**src/rtl/ld_nn_a_store_sequencer.sv**
```systemverilog
// LD (nn),A execution sequencer: fetches the 16-bit operand nn,
// then stores the latched accumulator to memory address nn.
module ld_nn_a_store_sequencer #(
    parameter int ACK_TIMEOUT = 15
) (
    input  logic        CLK,
    input  logic        RESET,
    input  logic        start,
    input  logic [7:0]  A,
    input  logic [15:0] PC_in,
    input  logic [7:0]  mem_rdata,
    input  logic        mem_ack,
    output logic        mem_req,
    output logic        mem_we,
    output logic [15:0] mem_addr,
    output logic [7:0]  mem_wdata,
    output logic [3:0]  XPT,
    output logic [15:0] PC_out,
    output logic        busy,
    output logic        done,
    output logic        fault
);

    typedef enum logic [3:0] {
        IDLE    = 4'd0,
        FETCH_L = 4'd3,
        FETCH_H = 4'd4,
        WRITE   = 4'd5,
        DONE    = 4'd6
    } state_t;

    localparam logic [7:0] TMO = 8'(ACK_TIMEOUT);

    state_t      state, state_n;
    logic [7:0]  wait_cnt, wait_n;
    logic [15:0] nn, nn_n;
    logic [15:0] pc, pc_n;
    logic [7:0]  a_reg, a_n;
    logic        req_n, we_n;
    logic [15:0] addr_n;
    logic [7:0]  wdata_n;
    logic [15:0] pcout_n;
    logic        done_n, fault_n;
    logic        ack_ok;
    logic        expired;

    // An ack only counts while a request is actually outstanding.
    assign ack_ok  = mem_req & mem_ack;
    assign expired = !ack_ok && (wait_cnt == TMO);

    assign XPT  = state;
    assign busy = (state != IDLE);

    always_ff @(posedge CLK or posedge RESET) begin
        if (RESET) begin
            state     <= IDLE;
            wait_cnt  <= 8'd0;
            nn        <= 16'd0;
            pc        <= 16'd0;
            a_reg     <= 8'd0;
            mem_req   <= 1'b0;
            mem_we    <= 1'b0;
            mem_addr  <= 16'd0;
            mem_wdata <= 8'd0;
            PC_out    <= 16'd0;
            done      <= 1'b0;
            fault     <= 1'b0;
        end else begin
            state     <= state_n;
            wait_cnt  <= wait_n;
            nn        <= nn_n;
            pc        <= pc_n;
            a_reg     <= a_n;
            mem_req   <= req_n;
            mem_we    <= we_n;
            mem_addr  <= addr_n;
            mem_wdata <= wdata_n;
            PC_out    <= pcout_n;
            done      <= done_n;
            fault     <= fault_n;
        end
    end

    always_comb begin
        state_n = state;
        wait_n  = wait_cnt;
        nn_n    = nn;
        pc_n    = pc;
        a_n     = a_reg;
        req_n   = mem_req;
        we_n    = mem_we;
        addr_n  = mem_addr;
        wdata_n = mem_wdata;
        pcout_n = PC_out;
        done_n  = 1'b0;
        fault_n = 1'b0;

        unique case (state)
            IDLE: begin
                req_n = 1'b0;
                we_n  = 1'b0;
                if (start) begin
                    state_n = FETCH_L;
                    a_n     = A;
                    pc_n    = PC_in;
                    wait_n  = 8'd0;
                    req_n   = 1'b1;
                    addr_n  = PC_in;
                end
            end
            FETCH_L: begin
                if (ack_ok) begin
                    state_n = FETCH_H;
                    nn_n    = {nn[15:8], mem_rdata};
                    wait_n  = 8'd0;
                    addr_n  = pc + 16'd1;
                end else if (expired) begin
                    state_n = IDLE;
                    wait_n  = 8'd0;
                    req_n   = 1'b0;
                    we_n    = 1'b0;
                    fault_n = 1'b1;
                end else begin
                    wait_n = wait_cnt + 8'd1;
                end
            end
            FETCH_H: begin
                if (ack_ok) begin
                    state_n = WRITE;
                    nn_n    = {mem_rdata, nn[7:0]};
                    wait_n  = 8'd0;
                    we_n    = 1'b1;
                    addr_n  = {mem_rdata, nn[7:0]};
                    wdata_n = a_reg;
                end else if (expired) begin
                    state_n = IDLE;
                    wait_n  = 8'd0;
                    req_n   = 1'b0;
                    we_n    = 1'b0;
                    fault_n = 1'b1;
                end else begin
                    wait_n = wait_cnt + 8'd1;
                end
            end
            WRITE: begin
                if (ack_ok) begin
                    state_n = DONE;
                    wait_n  = 8'd0;
                    req_n   = 1'b0;
                    we_n    = 1'b0;
                    done_n  = 1'b1;
                    pcout_n = pc + 16'd2;
                end else if (expired) begin
                    state_n = IDLE;
                    wait_n  = 8'd0;
                    req_n   = 1'b0;
                    we_n    = 1'b0;
                    fault_n = 1'b1;
                end else begin
                    wait_n = wait_cnt + 8'd1;
                end
            end
            DONE: begin
                state_n = IDLE;
                wait_n  = 8'd0;
                req_n   = 1'b0;
                we_n    = 1'b0;
            end
            default: begin
                state_n = IDLE;
                wait_n  = 8'd0;
                req_n   = 1'b0;
                we_n    = 1'b0;
            end
        endcase
    end

endmodule

```
**config.mk**
```make
export PLATFORM = sky130hd
export DESIGN_NAME = ld_nn_a_store_sequencer
export DESIGN_NICKNAME = d
export VERILOG_FILES = /design/src/rtl/ld_nn_a_store_sequencer.sv
export SDC_FILE = /design/constraint.sdc
export NUM_CORES = 1
export LEC_CHECK = 0
export BUFFER_PORTS_ARGS = -buffer_cell sky130_fd_sc_hd__clkbuf_2
export CAP_MARGIN = 15
export CORE_UTILIZATION = 50
export CTS_CLUSTER_DIAMETER = 120
export DETAILED_ROUTE_END_ITERATION = 7
export GPL_TIMING_DRIVEN = 0
export PLACE_DENSITY = 0.76
export SETUP_SLACK_MARGIN = 0.02
export SLEW_MARGIN = 20
export SYNTH_ARGS = -nofsm -noshare
export SYNTH_HDL_FRONTEND = slang
export SYNTH_SLANG_ARGS = --single-unit
```
**constraint.sdc**
```tcl
create_clock -name CLK -period 2.5 [get_ports CLK]
set_clock_uncertainty 0.1 [all_clocks]
set_input_delay 0.25 -clock CLK [delete_from_list [all_inputs] [get_ports CLK]]
set_output_delay 0.25 -clock CLK [all_outputs]
set_load 0.1 [all_outputs]
```
Word level (Yosys, flattened, before mapping)
Cells that the tools add are included.
{"block": "classes", "addsub": 3, "multipliers": 0, "div": 0, "order_cmp": 0, "eq_ne": 9, "shift": 0, "n_mux": 31, "n_bitwise": 2, "reduce_logical": 12}
{"op": "two-way mux 16 bit", "n": 3}
{"op": "one-hot mux 16 bit (3 select lines)", "n": 1}
{"op": "two-way mux 8 bit", "n": 4}
{"op": "one-hot mux 8 bit (2 select lines)", "n": 2}
{"op": "two-way mux 4 bit", "n": 5}
{"op": "adder 16 x 1 -> 16 bit (second input constant)", "n": 1}
{"op": "adder 16 x 2 -> 16 bit (second input constant)", "n": 1}
{"op": "one-hot mux 4 bit (4 select lines)", "n": 1}
{"op": "two-way mux 1 bit", "n": 13}
{"op": "!= test 2 bit (second input constant)", "n": 5}
{"op": "adder 8 x 1 -> 8 bit (second input constant)", "n": 1}
{"op": "== test 4 x 3 -> 1 bit (second input constant)", "n": 2}
{"op": "== test 8 x 4 -> 1 bit (second input constant)", "n": 1}
{"op": "one-hot mux 1 bit (3 select lines)", "n": 2}
{"op": "AND reduction 2 bit", "n": 3}
{"op": "== test 4 x 2 -> 1 bit (second input constant)", "n": 1}
{"op": "logical NOT 4 bit", "n": 1}
{"op": "AND reduction 4 bit", "n": 1}
{"op": "nonzero test 4 bit", "n": 1}
{"op": "AND reduction 3 bit", "n": 1}
{"op": "nonzero test 3 bit", "n": 1}
{"op": "OR reduction 3 bit", "n": 1}
{"op": "OR reduction 2 bit", "n": 1}
{"op": "AND 1 bit", "n": 1}
{"op": "3 further kinds", "n": 3}
{"block": "totals", "regBits": 88, "latchBits": 0, "ram_bits": 0, "romBits": 0, "input_bits": 36, "out_inout_bits": 49, "memories": 0}

Logic depth before layout (Yosys ltp)
{"block": "depth", "ltp_word": 6, "ltp_mapped": 8}

Least setup slack after synthesis
Ideal clock, no wire load.
{"block": "synth_path", "path_type": "reg2reg", "start": "register state[2], in the netlist XPT[2]", "end": "register wait_cnt[7]", "setup_ps": 78, "arrival_ps": 2471, "setup_slack_ps": -149, "stages_incl_launch_ff": 7, "n_path_buf": 1, "synth_period_minus_slack_ps": 2649, "path_cell_list": "dfrtp_1 -> buf_2 -> nor4_2 -> inv_2 -> o2111ai_1 -> or3_1 -> a21oi_1"}
{"block": "synth_via", "elab_chain_len": 3, "word_cells_on_any_way": 7, "cone_classes": "eq/ne: 4; mux: 1; reduce/logical: 2"}
{"element": "start, declared", "line": "34", "rtl": "state_t state, state_n;"}
{"element": "start signal, assigned", "line": "69", "rtl": "state <= state_n;"}
{"element": "== test 4 x 2 -> 1 bit / == test 4 x 3 -> 1 bit (equally long branches)", "line": "98", "rtl": "unique case (state)"}
{"element": "OR reduction 3 bit (no source line)"}
{"element": "one-hot mux 8 bit (2 select lines)", "line": "98"}
{"element": "end signal, assigned", "line": "70", "rtl": "wait_cnt <= wait_n;"}
{"element": "end, declared", "line": "35", "rtl": "logic [7:0] wait_cnt, wait_n;"}
Parallel ways exist; a longest one is shown, timed or not.
A chain may end at the register's enable or synchronous reset.

Final worst setup path
{"block": "layout_path", "start": "register state[2], in the netlist XPT[2]", "end": "register PC_out[5]"}
{"block": "layout_via", "elab_chain_len": 2}
{"element": "== test 4 x 3 -> 1 bit", "line": "98"}
{"element": "AND reduction 2 bit (no source line)"}
{"element": "end signal, assigned", "line": "78", "rtl": "PC_out <= pcout_n;"}
{"element": "end, declared", "line": "18", "rtl": "output logic [15:0] PC_out,"}
Every way passes these cells.

==> results.sh <==
export IMPL_synth_top_family_by_area="simple AND/OR/NAND/NOR gates"
export IMPL_fp_dieH_um=94.4
export IMPL_pre_cts_slack_ps=263
export IMPL_synth_top_area_share=0.516
export IMPL_fin_tns_setup_ps=0
export IMPL_ys_flop_type="dfrtp_1"
export IMPL_synth_largest_area_cell="dfrtp_1"
export IMPL_cp_arrival_ps=2460
export IMPL_clock_latency_ps=360
export IMPL_area_growth_pct=19.9
export IMPL_synth_seq_cells=88
export IMPL_final_core_util=0.620
export IMPL_die_w_um=94.4
export IMPL_synth_area_um2=4270
export IMPL_globalplace_congestion=0.851
export IMPL_setup_viol=0
export IMPL_design_die_area_um2=8910
export IMPL_power_total_mw=3.75
export IMPL_synth_edf_count=0
export IMPL_n_antenna_cell=0
export IMPL_grt_pass1_wl_um=16700
export IMPL_drt_wl_total_um=10500
export IMPL_fin_cells=611
export IMPL_yosys_top_cells_area="dfrtp_1 (52%), mux2_2 (6.6%), nor2_1 (4.8%)"
export IMPL_htreeDepth=3
export IMPL_synth_seq_area_share=0.516
export IMPL_grt_overflow=0
export IMPL_grt_pass1_vias=3374
export IMPL_cp_end_kind="flop"
export IMPL_p_per_area_nw_per_um2=732
export IMPL_cp_required_ps=2640
export IMPL_globalRouteTotalUtil=0.250
export IMPL_cts_tree="yes"
export IMPL_start_util=0.517
export IMPL_finalWorstSetupSlack_ps=182
export IMPL_leakagePower_nw=2.35
export IMPL_ios=85
export IMPL_setup_worst_path_start_class="flop"
export IMPL_postCtsSetupBuffers=0
export IMPL_max_freq_ghz=0.431
export IMPL_drt_initial_drc_count=255
export IMPL_dpl_cell_count=594
export IMPL_async_flop_share=1.00
export IMPL_p_int_mw=2.43
export IMPL_final_max_slew_violation_count=0
export IMPL_clock_power_share=0.299
export IMPL_core_um2=8260
export IMPL_cts_buffers=9
export IMPL_combPwrFrac=0.253
export IMPL_yosys_warnings=0
export IMPL_cts_max_path_buffers=2
export IMPL_critPathMaxFanout=10
export IMPL_syn_num_nets=442
export IMPL_nets=540
export IMPL_ctsRootBufferMaster="clkbuf_8"
export IMPL_fin_crit_ps=2320
export IMPL_ir_drop_mv=0.515
export IMPL_top_regs="PC_out (16), mem_addr (16), pc (16)"
export IMPL_hold_viol=0
export IMPL_avgSynthCellArea_um2=10.6
export IMPL_drc=0
export IMPL_power_frac_seq=0.448
export IMPL_via_count=3515
export IMPL_wire_per_inst_um=17.2
export IMPL_switching_share=0.351
export IMPL_synth_compound_area_share=0.113
export IMPL_antenna_found_initial=0
export IMPL_drv_cap=0
export IMPL_switchingPower_mw=1.32
export IMPL_vias_per_cell=5.75
export IMPL_synth_cell_types=55
export IMPL_grt_max_degree=35
export IMPL_synth_adder_area_share=0.00879
export IMPL_ant_nets=0
export IMPL_hpwl_um=7770
export IMPL_fp_row_count=33
export IMPL_drive_above_1_share=0.302
export IMPL_portBuffers=84
export IMPL_regToRegSetupSlack_ps=180
export IMPL_status="complete, no violations"
export IMPL_synth_xor_area_share=0.0615
export IMPL_hold_path_class="in2reg"
export IMPL_fin_crit_sh=0.927
export IMPL_synthCells=403
export IMPL_slew_headroom=0.431
export IMPL_synthSimpleGateAreaFrac=0.158
export IMPL_tightest_slew_ps=845
export IMPL_clock_sinks=88
export IMPL_rsz0062_at_grt="no"
export IMPL_synthMuxAreaShare=0.113
export IMPL_clk_pin_slew_ps=90
export IMPL_path_class="reg2reg"
export IMPL_drtPass1Iterations=5
-- worst paths after layout --
check	endpoint	depth (start not counted)	from
min	a_reg[3]	2	A[3]
max in group asynchronous	pc[2]	4	RESET
min in group asynchronous	pc[12]	3	RESET
max	PC_out[5]	6	XPT[2]
min reg2reg	mem_wdata[0]	1	a_reg[0]
max reg2reg	PC_out[5]	6	XPT[2]
-- power groups by stage --
stage                     Clock, mW  Sequential, mW  Combinational (mW)
after CTS                      1.14            1.67               0.952
after global placement            0            1.69               0.922
final                          1.12            1.68               0.949
after floorplan                   0            2.05               0.375
after detailed placement          0            1.70               0.944
after global routing           1.20            1.69                1.01
-- cells in the mapped netlist (2+ instances only) --
cell / instances
a221oi_1: 6
o21ai_0: 6
o21a_1: 5
xnor2_1: 14
nor2_2: 2
and2_1: 3
o211ai_1: 3
o22a_1: 3
nand3b_1: 3
nor4_1: 9
buf_2: 12
nand3_1: 9
o22ai_1: 3
a21oi_1: 23
and4_1: 2
inv_1: 4
ha_1: 3
a31oi_1: 5
nor2b_1: 3
o221ai_1: 2
inv_2: 2
nor3_1: 9
nor2_1: 55
mux2_1: 17
o21bai_1: 2
dfrtp_1: 88
nand4_1: 6
a22oi_1: 2
xor2_1: 16
mux2_2: 25
nand2b_1: 2
clkbuf_1: 7
and3_1: 2
nand2_1: 29
-- cells in the final DEF (no fill, tap or decap), types with 2 or more instances in the layout --
cell type	Yosys	routed
clkbuf_2	0	84
dfrtp_1	88	83
nor2_1	55	55
nand2_1	29	29
mux2_2	25	25
a21oi_1	23	23
mux2_1	17	17
xor2_1	16	16
xnor2_1	14	14
buf_2	12	12
clkbuf_8	0	11
nor4_1	9	9
nand3_1	9	9
nor3_1	9	9
clkbuf_1	7	8
nand4_1	6	6
o21ai_0	6	6
a221oi_1	6	6
dfrtp_2	0	5
a31oi_1	5	5
o21a_1	5	5
and2_1	3	3
nand3b_1	3	3
o22ai_1	3	3
nor2b_1	3	3
o211ai_1	3	3
inv_1	4	3
o22a_1	3	3
ha_1	3	3
inv_2	2	2
and3_1	2	2
nand2b_1	2	2
nor2_2	2	2
and4_1	2	2
a22oi_1	2	2
o221ai_1	2	2
clkinvlp_4	0	2
o21bai_1	2	2
bufinv_16	0	2
-- area by class of cell --
type	count	area, µm²
Fill cell	727	3140
Multi-Input combinational cell	288	1940
Inverter	6	26.3
Sequential cell	88	2210
Clock inverter	4	76.3
Tap cell	105	131
Buffer	21	101
Timing Repair Buffer	87	478
Clock buffer	12	155
-- cell families (layout without fill, tap and decap cells) --
logic type | Yosys count | after routing
AO/OA/AOI/OAI | 70 | 70
flip-flops | 88 | 88
adder cells (fa/ha/maj) | 3 | 3
multiplexers | 43 | 43
AND/OR/NAND/NOR | 141 | 141
buffers and inverters | 27 | 130
other | 1 | 1
XOR/XNOR | 30 | 30
-- worst max-delay path, stage by stage, from the launching register on --
cell,delay (ps)
dfrtp_2,400
buf_2,210
nand2_1,70
nor4_1,700
buf_2,360
buf_2,250
a21oi_1,90
-- timing repair --
| action | 4_1_cts | 5_1_grt |
|---|---|---|
| hold endpoints to repair | 29 | 0 |
| hold buffers | 1 | 0 |
| resized for setup | 0 | 0 |
-- through the flow --
stage | instance area [µm²] | hold WS, ps
final | 5120 | 16.4
after global routing | 5120 | 22.4
after CTS | 5120 | 12.1
after detailed placement | 4880 | 301
after global placement | 4830 | 367
after floorplan | 4280 | 285
-- routing by layer --
metal	share of wire	GRT usage	routed length [µm]	vias to the layer above
li1	-	-	-	1630
met1	0.43	0.334	4530	1732
met2	0.48	0.397	5040	135
met3	0.069	0.0539	721	18
met4	0.019	0.100	203	0
met5	0	0	0	-
(Power assumes the default switching activity.)
